==> config.mk <==
export PLATFORM = sky130hd
export DESIGN_NAME = block_transfer_sequencer_flat
export DESIGN_NICKNAME = d
export VERILOG_FILES = /design/src/rtl/block_transfer_sequencer_if.sv /design/src/rtl/block_transfer_sequencer.sv /design/src/flat_wrapper.sv
export SDC_FILE = /design/constraint.sdc
export NUM_CORES = 1
export LEC_CHECK = 0
export CAP_MARGIN = 15
export CELL_PAD_IN_SITES_DETAIL_PLACEMENT = 1
export CELL_PAD_IN_SITES_GLOBAL_PLACEMENT = 1
export CORE_UTILIZATION = 40
export CTS_BUF_LIST = sky130_fd_sc_hd__clkbuf_8
export DETAILED_ROUTE_END_ITERATION = 6
export PLACE_DENSITY_LB_ADDON = 0.1
export SKIP_LAST_GASP = 1
export SYNTH_ARGS = -nofsm -noshare
export SYNTH_HDL_FRONTEND = slang
export SYNTH_SLANG_ARGS = --single-unit
==> constraint.sdc <==
create_clock -name clk -period 4.4 [get_ports clk]
set_input_delay 0.88 -clock clk [delete_from_list [all_inputs] [get_ports clk]]
set_output_delay 0.88 -clock clk [all_outputs]
set_load 0.01 [all_outputs]
==> src/rtl/block_transfer_sequencer_if.sv <==
// Command, register-file and data-memory signals of the LDM/STM sequencer.
// The sequencer side uses the master modport; the core/regfile/memory side uses slave.
interface block_transfer_sequencer_if;
  logic        start;
  logic        isLoad;
  logic        upward;
  logic        preIndex;
  logic        writeBack;
  logic [15:0] regList;
  logic [3:0]  baseReg;
  logic [31:0] baseValue;

  logic [3:0]  readReg;
  logic [31:0] readData;
  logic [3:0]  writeDestination;
  logic        writeEnable;
  logic [31:0] writeData;

  logic [31:0] memAddr;
  logic        memRead;
  logic        memWrite;
  logic [31:0] memWriteData;
  logic [31:0] memReadData;
  logic        memReady;

  logic        busy;
  logic        done;

  modport master (
    input  start, isLoad, upward, preIndex, writeBack, regList, baseReg, baseValue,
    input  readData, memReadData, memReady,
    output readReg, writeDestination, writeEnable, writeData,
    output memAddr, memRead, memWrite, memWriteData, busy, done
  );

  modport slave (
    output start, isLoad, upward, preIndex, writeBack, regList, baseReg, baseValue,
    output readData, memReadData, memReady,
    input  readReg, writeDestination, writeEnable, writeData,
    input  memAddr, memRead, memWrite, memWriteData, busy, done
  );
endinterface

==> src/rtl/block_transfer_sequencer.sv <==
// LDM/STM sequencer: walks the register list lowest-first, one register per memory beat,
// then optionally writes the updated base register back.
module block_transfer_sequencer #(
  parameter int unsigned WORD_BYTES = 4
) (
  input logic                         clk,
  input logic                         reset,
  block_transfer_sequencer_if.master  bus
);

  typedef enum logic [1:0] {StIdle, StXfer, StWb, StDone} state_e;

  localparam logic [31:0] Step = 32'(WORD_BYTES);

  state_e      stateQ;
  logic [15:0] maskQ;
  logic [31:0] addrQ;
  logic [31:0] finalBaseQ;
  logic        wbQ;
  logic        loadQ;
  logic [3:0]  baseRegQ;
  logic        busyQ;
  logic        doneQ;

  function automatic logic [4:0] popCount(input logic [15:0] v);
    logic [4:0] c;
    c = '0;
    for (int i = 0; i < 16; i++) c = c + 5'(v[i]);
    return c;
  endfunction

  logic [4:0]  cnt;
  logic [31:0] span;
  logic [31:0] startAddr;
  logic [31:0] finalBase;
  logic        needWb;

  // Every addressing mode walks upward from the lowest address of the block.
  always_comb begin
    cnt       = popCount(bus.regList);
    span      = 32'(cnt) * Step;
    startAddr = bus.baseValue;
    case ({bus.upward, bus.preIndex})
      2'b10:   startAddr = bus.baseValue;
      2'b11:   startAddr = bus.baseValue + Step;
      2'b00:   startAddr = bus.baseValue - span + Step;
      default: startAddr = bus.baseValue - span;
    endcase
    finalBase = bus.upward ? (bus.baseValue + span) : (bus.baseValue - span);
    // A loaded base register takes priority over the writeback value.
    needWb    = bus.writeBack && !(bus.isLoad && bus.regList[bus.baseReg]);
  end

  logic [3:0] curReg;
  logic       lastBeat;

  always_comb begin
    curReg = '0;
    for (int i = 15; i >= 0; i--) begin
      if (maskQ[i]) curReg = 4'(i);
    end
    lastBeat = (maskQ & (maskQ - 16'd1)) == 16'd0;
  end

  always_ff @(posedge clk or posedge reset) begin
    if (reset) begin
      stateQ     <= StIdle;
      maskQ      <= '0;
      addrQ      <= '0;
      finalBaseQ <= '0;
      wbQ        <= 1'b0;
      loadQ      <= 1'b0;
      baseRegQ   <= '0;
      busyQ      <= 1'b0;
      doneQ      <= 1'b0;
    end else begin
      case (stateQ)
        StIdle: begin
          if (bus.start) begin
            loadQ      <= bus.isLoad;
            baseRegQ   <= bus.baseReg;
            maskQ      <= bus.regList;
            addrQ      <= startAddr;
            finalBaseQ <= finalBase;
            wbQ        <= needWb;
            busyQ      <= 1'b1;
            if (cnt == 5'd0) begin
              stateQ <= StDone;
              doneQ  <= 1'b1;
            end else begin
              stateQ <= StXfer;
            end
          end
        end
        StXfer: begin
          if (bus.memReady) begin
            maskQ <= maskQ & ~(16'd1 << curReg);
            addrQ <= addrQ + Step;
            if (lastBeat) begin
              if (wbQ) begin
                stateQ <= StWb;
              end else begin
                stateQ <= StDone;
                doneQ  <= 1'b1;
              end
            end
          end
        end
        StWb: begin
          stateQ <= StDone;
          doneQ  <= 1'b1;
        end
        StDone: begin
          stateQ <= StIdle;
          busyQ  <= 1'b0;
          doneQ  <= 1'b0;
        end
        default: stateQ <= StIdle;
      endcase
    end
  end

  always_comb begin
    bus.readReg          = '0;
    bus.writeDestination = '0;
    bus.writeEnable      = 1'b0;
    bus.writeData        = '0;
    bus.memAddr          = '0;
    bus.memRead          = 1'b0;
    bus.memWrite         = 1'b0;
    bus.memWriteData     = '0;
    case (stateQ)
      StXfer: begin
        bus.memAddr = addrQ;
        if (loadQ) begin
          bus.memRead = 1'b1;
          if (bus.memReady) begin
            bus.writeEnable      = 1'b1;
            bus.writeDestination = curReg;
            bus.writeData        = bus.memReadData;
          end
        end else begin
          bus.readReg      = curReg;
          bus.memWrite     = 1'b1;
          bus.memWriteData = bus.readData;
        end
      end
      StWb: begin
        bus.writeEnable      = 1'b1;
        bus.writeDestination = baseRegQ;
        bus.writeData        = finalBaseQ;
      end
      default: ;
    endcase
  end

  assign bus.busy = busyQ;
  assign bus.done = doneQ;

endmodule

==> src/flat_wrapper.sv <==
// flat-port wrapper written by rule: the top's interface ports become plain ports
module block_transfer_sequencer_flat 
#(
  parameter int unsigned WORD_BYTES = 4
)
  (clk, reset, bus_start, bus_isLoad, bus_upward, bus_preIndex, bus_writeBack, bus_regList, bus_baseReg, bus_baseValue, bus_readData, bus_memReadData, bus_memReady, bus_readReg, bus_writeDestination, bus_writeEnable, bus_writeData, bus_memAddr, bus_memRead, bus_memWrite, bus_memWriteData, bus_busy, bus_done);
  block_transfer_sequencer_if bus_i ();
  input logic clk;
  input logic reset;
  input wire logic [$bits(bus_i.start)-1:0] bus_start;
  input wire logic [$bits(bus_i.isLoad)-1:0] bus_isLoad;
  input wire logic [$bits(bus_i.upward)-1:0] bus_upward;
  input wire logic [$bits(bus_i.preIndex)-1:0] bus_preIndex;
  input wire logic [$bits(bus_i.writeBack)-1:0] bus_writeBack;
  input wire logic [$bits(bus_i.regList)-1:0] bus_regList;
  input wire logic [$bits(bus_i.baseReg)-1:0] bus_baseReg;
  input wire logic [$bits(bus_i.baseValue)-1:0] bus_baseValue;
  input wire logic [$bits(bus_i.readData)-1:0] bus_readData;
  input wire logic [$bits(bus_i.memReadData)-1:0] bus_memReadData;
  input wire logic [$bits(bus_i.memReady)-1:0] bus_memReady;
  output wire logic [$bits(bus_i.readReg)-1:0] bus_readReg;
  output wire logic [$bits(bus_i.writeDestination)-1:0] bus_writeDestination;
  output wire logic [$bits(bus_i.writeEnable)-1:0] bus_writeEnable;
  output wire logic [$bits(bus_i.writeData)-1:0] bus_writeData;
  output wire logic [$bits(bus_i.memAddr)-1:0] bus_memAddr;
  output wire logic [$bits(bus_i.memRead)-1:0] bus_memRead;
  output wire logic [$bits(bus_i.memWrite)-1:0] bus_memWrite;
  output wire logic [$bits(bus_i.memWriteData)-1:0] bus_memWriteData;
  output wire logic [$bits(bus_i.busy)-1:0] bus_busy;
  output wire logic [$bits(bus_i.done)-1:0] bus_done;
  assign bus_i.start = bus_start;
  assign bus_i.isLoad = bus_isLoad;
  assign bus_i.upward = bus_upward;
  assign bus_i.preIndex = bus_preIndex;
  assign bus_i.writeBack = bus_writeBack;
  assign bus_i.regList = bus_regList;
  assign bus_i.baseReg = bus_baseReg;
  assign bus_i.baseValue = bus_baseValue;
  assign bus_i.readData = bus_readData;
  assign bus_i.memReadData = bus_memReadData;
  assign bus_i.memReady = bus_memReady;
  assign bus_readReg = bus_i.readReg;
  assign bus_writeDestination = bus_i.writeDestination;
  assign bus_writeEnable = bus_i.writeEnable;
  assign bus_writeData = bus_i.writeData;
  assign bus_memAddr = bus_i.memAddr;
  assign bus_memRead = bus_i.memRead;
  assign bus_memWrite = bus_i.memWrite;
  assign bus_memWriteData = bus_i.memWriteData;
  assign bus_busy = bus_i.busy;
  assign bus_done = bus_i.done;
  block_transfer_sequencer #(.WORD_BYTES(WORD_BYTES)) u_core (.clk(clk), .reset(reset), .bus(bus_i));
endmodule
[After elaboration in Yosys (flattened, before gate mapping)]
Index checks and enable logic that the tools add are counted.
Word-level totals
  logic and storage cells: 117
  input bits: 124
  output and inout bits: 109
  register bits: 90
Operators by class
  $lt $le $gt $ge: 1
  eq/ne operators: 10
  bitwise logic cells: 3
  shift operators: 1
  $add $sub $neg: 21
  reduce and logical (&&, ||, !) cells: 14
  mux-type cells: 58
Operators by type and width (number)
  32-bit 2-to-1 mux: 8
  32-bit case mux with 2 select lines: 2
  32-bit by 3-bit adder with 32-bit output (second input constant): 3
  32-bit case mux with 3 select lines: 1
  4-bit 2-to-1 mux: 20
  5-bit by 1-bit adder with 5-bit output: 14
  32-bit by 7-bit adder with 32-bit output: 1
  16-bit bitwise AND: 2
  16-bit 2-to-1 mux: 2
  16-bit case mux with 2 select lines: 1
  32-bit by 7-bit subtractor with 32-bit output: 1
  16-bit zero test: 1
  16-bit NOT: 1
  1-bit by 4-bit << shifter with 16-bit output (first input constant): 1
  16-bit by 1-bit subtractor with 16-bit output (second input constant): 1
  1-bit 2-to-1 mux: 14
  2-bit equality test (second input constant): 4
  2-bit 2-to-1 mux: 4
  2-bit case mux with 4 select lines: 1
  4-bit case mux with 2 select lines: 1
  2-bit inequality test (second input constant): 3
  3-bit AND reduction: 2
  5-bit zero test: 1
  4-bit by 5-bit < comparator with 1-bit output (second input constant): 1
  12 further kinds: 18

[Longest topological paths before layout]
Gate-level depths: netlist of run 1.
  depth in word-level cells: 21
  depth in mapped cells: 27
  depth with buffers taken out: 24

[Worst setup path after synthesis of run 1]
OpenSTA, ideal clock, no wires.
  path type: in2reg
  start point: input bus_regList[0]
  end point: register u_core.addrQ[31]
  buffers on the path: 3
  arrival: 7423 ps
  slack: -3144 ps
  cell stages on the path: 23
  cell sequence: ha_1 inv_1 fa_1 fa_1 fa_1 fa_1 fa_1 fa_1 xor2_1 inv_1 ha_1 clkbuf_1 or2_2 a2111o_1 clkbuf_1 and3_1 o311a_1 or2_2 buf_2 or4b_4 nor4_2 xnor2_1 a22o_1
On the way
  cells in the longest elaborated chain, start to end: 20
RTL lines
  start, declared: line flat_wrapper.sv:15  | input wire logic [$bits(bus_i.regList)-1:0] bus_regList;
  1-bit by 1-bit adder with 2-bit output *: line block_transfer_sequencer.sv:28  | for (int i = 0; i < 16; i++) c = c + 5'(v[i]);
  5-bit by 1-bit adder with 5-bit output * (14 in series): line block_transfer_sequencer.sv:28
  32-bit by 7-bit subtractor with 32-bit output *: line block_transfer_sequencer.sv:46, block_transfer_sequencer.sv:47
  32-bit by 3-bit adder with 32-bit output: line block_transfer_sequencer.sv:46  | 2'b00: startAddr = bus.baseValue - span + Step;
  32-bit case mux with 3 select lines *: line block_transfer_sequencer.sv:43  | case ({bus.upward, bus.preIndex})
  32-bit 2-to-1 mux *: line block_transfer_sequencer.sv:79  | if (bus.start) begin
  32-bit case mux with 2 select lines *: line block_transfer_sequencer.sv:77  | case (stateQ)
  end signal, assigned: line block_transfer_sequencer.sv:83  | addrQ <= startAddr;
  end signal, assigned: line block_transfer_sequencer.sv:98  | addrQ <= addrQ + Step;
  end, declared: line block_transfer_sequencer.sv:17  | logic [31:0] addrQ;
Every way passes the cells marked *; elsewhere a longest branch is shown, timed or not. The select of a mux whose other input is x is not followed.
A chain may end at the register's enable or synchronous reset.

[Worst setup path after layout of run 1]
  start point: input bus_regList[1]
  end point: register u_core.addrQ[28]
The elaborated chain is that of the path after synthesis.

==> impl_metrics.toml, run 1 <==
[status]
status = "complete, but fails checks"
violations = "setup timing"

[yosys]
synthCells = 1310
synth.net_count = 1471
ys_seq_area_share_pct = 23.17
syn_area_per_cell_um2 = 7.418
synthTopCellsByArea = "dfrtp_1, o21ai_0, nor2_1"
synth_top_area_share_pct = 23.17
ys_seq_elements = 90
synth_edf_count = 0
synth.distinct_cells = 83
netlist_area_um2 = 9718
ys_warn_count = 0
synth-main-ff-cell = "dfrtp_1"
synthArstFlopShare_pct = 100.0
synth_top_area_cell = "dfrtp_1"

[routing]
drt-total-wl_um = 54940
first_pass_iters = 5
viasPerCell = 6.421
ant_nets = 0
drt_iter0_drc = 1198
wire_per_inst_um = 26.92
vias = 13106
drcViolationCount = 0

[timing]
post-route-period-util_pct = 160.8
setup_viol = 61
worst_pin_slew_ns = 1.210
post-route-min-period_ns = 7.074
maxSlewViolCount = 0
finalHoldViolations = 0
worst_slack_ns = -2.674
fmax_mhz = 141.4
finClkSkew_ns = 0.03294
grt_setup_unrepaired = "yes"
relSlewSlack_pct = 19.14

[critical_path]
cp_data_required_time_ns = 4.70
reg2reg_depth = 9
reg2reg_to = "u_core.stateQ[0]"
rrSetupSlack_ns = 1.00
r2r-start = "u_core.maskQ[3]"
crit_type = "primary input to flop"
cp-start-kind = "primary input"
critical_path_arrival_ns = 7.38
endpoint_kind = "flop"
cp_max_fo = 6

[final_layout]
finalNetCount = 1880
nFillCells = 2792
drive_above_1_share_pct = 29.73
area_delta_synth_final_pct = 60.87
fin_util_pct = 66.01
insertedDiodeCount = 0

[clock_tree]
clk_path_buf_depth = 2
cts-root-buf = "clkbuf_8"
cts_tree = "built"
ctsHoldBuffers = 0
h-tree-depth = 3
cts_buffers = 9
clk_pin_slew_ns = 0.10
clkLatencyLatePin_ns = 0.43
cts_sinks = 90

[pwr]
sequentialPowerShare_pct = 17.4
clock_power_share_pct = 6.8
switching_share_pct = 50.39
peakVddDrop_mv = 0.3977
p_sw_mw = 5.016
p_int_mw = 4.939
p_per_area_nw_per_um2 = 636.8
p_comb_share_pct = 75.8
p_leak_nw = 6.190

[grt]
busiest_layer = "met2"
met2_usage_pct = 67.17
grt_max_degree = 91
antenna_found_initial = 1
grt_use_total_pct = 37.73
grt_pass1_vias = 12937
grt_pass1_wl_um = 71730
use_met3_pct = 5.037
overflow = 0
grt_util_met1_pct = 42.31

[placement]
place_ws_ns = -3.457
gp_congestion = 0.9451
portBuffers = 232
hpwlAfterDp_um = 33490

[floorplanning]
rows = 56
io_pins = 233
fp.dieH_um = 157.9
dieWidth_um = 157.9
dieArea_um2 = 24920
core_area_um2 = 23680
initial_utilization_pct = 41.03

[min_path]
holdPathStages = 1
hp-start = "u_core.addrQ[0]"
min_to = "u_core.addrQ[0]"
hp-class = "flop to flop"

[job]
drv_cap = 0
==> power by group through the flow <==
stage	clock (mW)	combinational, mW	sequential (mW)
CTS	0.665	6.66	1.68
global route	0.709	7.94	1.76
detailed placement	0	5.88	1.69
global placement	0	5.66	1.67
floorplan	0	3.44	1.52
finish	0.679	7.55	1.73
==> per-stage QoR <==
stage	power (mW)	std cells	TNS [ns]	hold WS [ns]	cell area (um^2)
6_report	9.955	2041	-120.02	0.5029	15630
5_1_grt	10.40	2041	-126.93	0.5333	15630
4_1_cts	9.008	2020	-112.29	0.5032	14900
3_5_place_dp	7.570	1986	-163.65	0.4757	13980
3_3_place_gp	7.332	1986	-158.60	0.4688	13980
2_1_floorplan	4.965	1310	-103.71	0.4502	10110
==> cells in the mapped netlist, drive strengths merged (5+ instances only) <==
master,number
a211oi,21
a21o,11
a21oi,91
a22o,5
a22oi,41
a31o,5
a31oi,19
and2,74
and3,19
and4,6
buf,10
clkbuf,87
dfrtp,90
fa,12
ha,25
inv,62
mux2,11
mux4,5
nand2,117
nand2b,6
nand3,43
nand4,21
nor2,129
nor2b,9
nor3,29
nor4,22
o211ai,8
o21a,7
o21ai,113
o22ai,23
o31ai,9
o32ai,5
or2,9
or3,12
or4,12
xnor2,52
xor2,28
==> how the worst max path moves through the flow <==
stage	endpoint	cells past startpoint	from	slack, ns
floorplan	u_core.addrQ[31]	22	bus_regList[1]	-2.78
global placement	u_core.addrQ[14]	25	bus_regList[1]	-3.34
detailed placement	u_core.addrQ[25]	22	bus_regList[1]	-3.46
CTS	u_core.addrQ[25]	22	bus_regList[1]	-2.57
global route	u_core.addrQ[28]	28	bus_regList[1]	-2.83
finish	u_core.addrQ[28]	24	bus_regList[1]	-2.67
==> layout by cell type, fill, tap and decap left out, drive strengths merged, types with 6 or more instances in the layout <==
cell / count
nor3: 29
o31ai: 9
a22oi: 41
xnor2: 52
nor2: 129
or4: 12
o21a: 7
and3: 19
nand4: 21
o22ai: 23
buf: 267
and4: 6
clkbuf: 9
or2: 9
dfrtp: 90
o21ai: 113
a21o: 11
and2: 74
nand3: 43
a211oi: 21
a31oi: 19
mux2: 11
fa: 12
clkdlybuf4s50: 225
ha: 25
nor4: 22
nand2: 117
nor2b: 9
or3: 12
o211ai: 8
a21oi: 91
nand2b: 6
xor2: 28
inv: 61
==> worst max-delay path, cell delays in order <==
cell	delay, ns
buf_6	0.10
ha_4	0.25
inv_2	0.03
fa_1	0.58
fa_1	0.45
fa_1	0.47
fa_1	0.51
fa_2	0.38
fa_2	0.61
inv_4	0.06
fa_2	0.37
or2_4	0.25
buf_4	0.14
a211oi_2	0.29
nor3_1	0.11
buf_4	0.18
a2111oi_2	0.40
buf_4	0.22
and4_4	0.27
nand4_1	0.12
buf_6	0.18
nor3_4	0.16
xnor2_2	0.09
o31ai_1	0.25
==> metal layers <==
metal	vias to the layer above	part of all wire, %
li1	5530	-
met3	336	7.8
met1	6368	35
met4	2	8.8
met2	870	48
met5	-	0.022
==> state kept, by name, summed over array words and instances, names as in the netlist <==
register	flops
u_core.finalBaseQ	32
u_core.addrQ	32
u_core.bus.busy	1
u_core.baseRegQ	4
u_core.maskQ	16
u_core.bus.done	1
u_core.stateQ	2
u_core.loadQ	1
u_core.wbQ	1
==> repair_timing <==
action	in CTS	in global routing
resized for setup	153	119
setup buffers	28	30
gates cloned	0	0
pin swaps	85	88
setup endpoints to repair	62	61
==> kinds of logic after synthesis <==
kind of cell    after synthesis  synth area share [%]
fa+ha+maj                    37                 5.691
simple gates                519                 27.00
xor+xnor                     80                 7.210
buf+inv                     163                 7.982
compound gates              401                 26.10
flops                        90                 23.17
mux                          20                 2.845
==> area by class of cell <==
class                   count  area, um^2  area share (%)
flip-flops and latches     90        2252           14.41
well taps                 319       399.1           2.553
multi-input cells        1057        7989           51.10
inverters                  64       244.0           1.561
repair buffers            497        4544           29.07
clock buffers               9       123.9          0.7923
clock inverters             5       81.33          0.5202
No activity file was read; power rests on OpenSTA's default activity.
==> inputs of run 2 (changes only) <==
- CTS_CLUSTER_DIAMETER: unset -> 60
==> results of run 2 <==
Same layout as run 1: the final DEF is identical, and so are final timing and power.
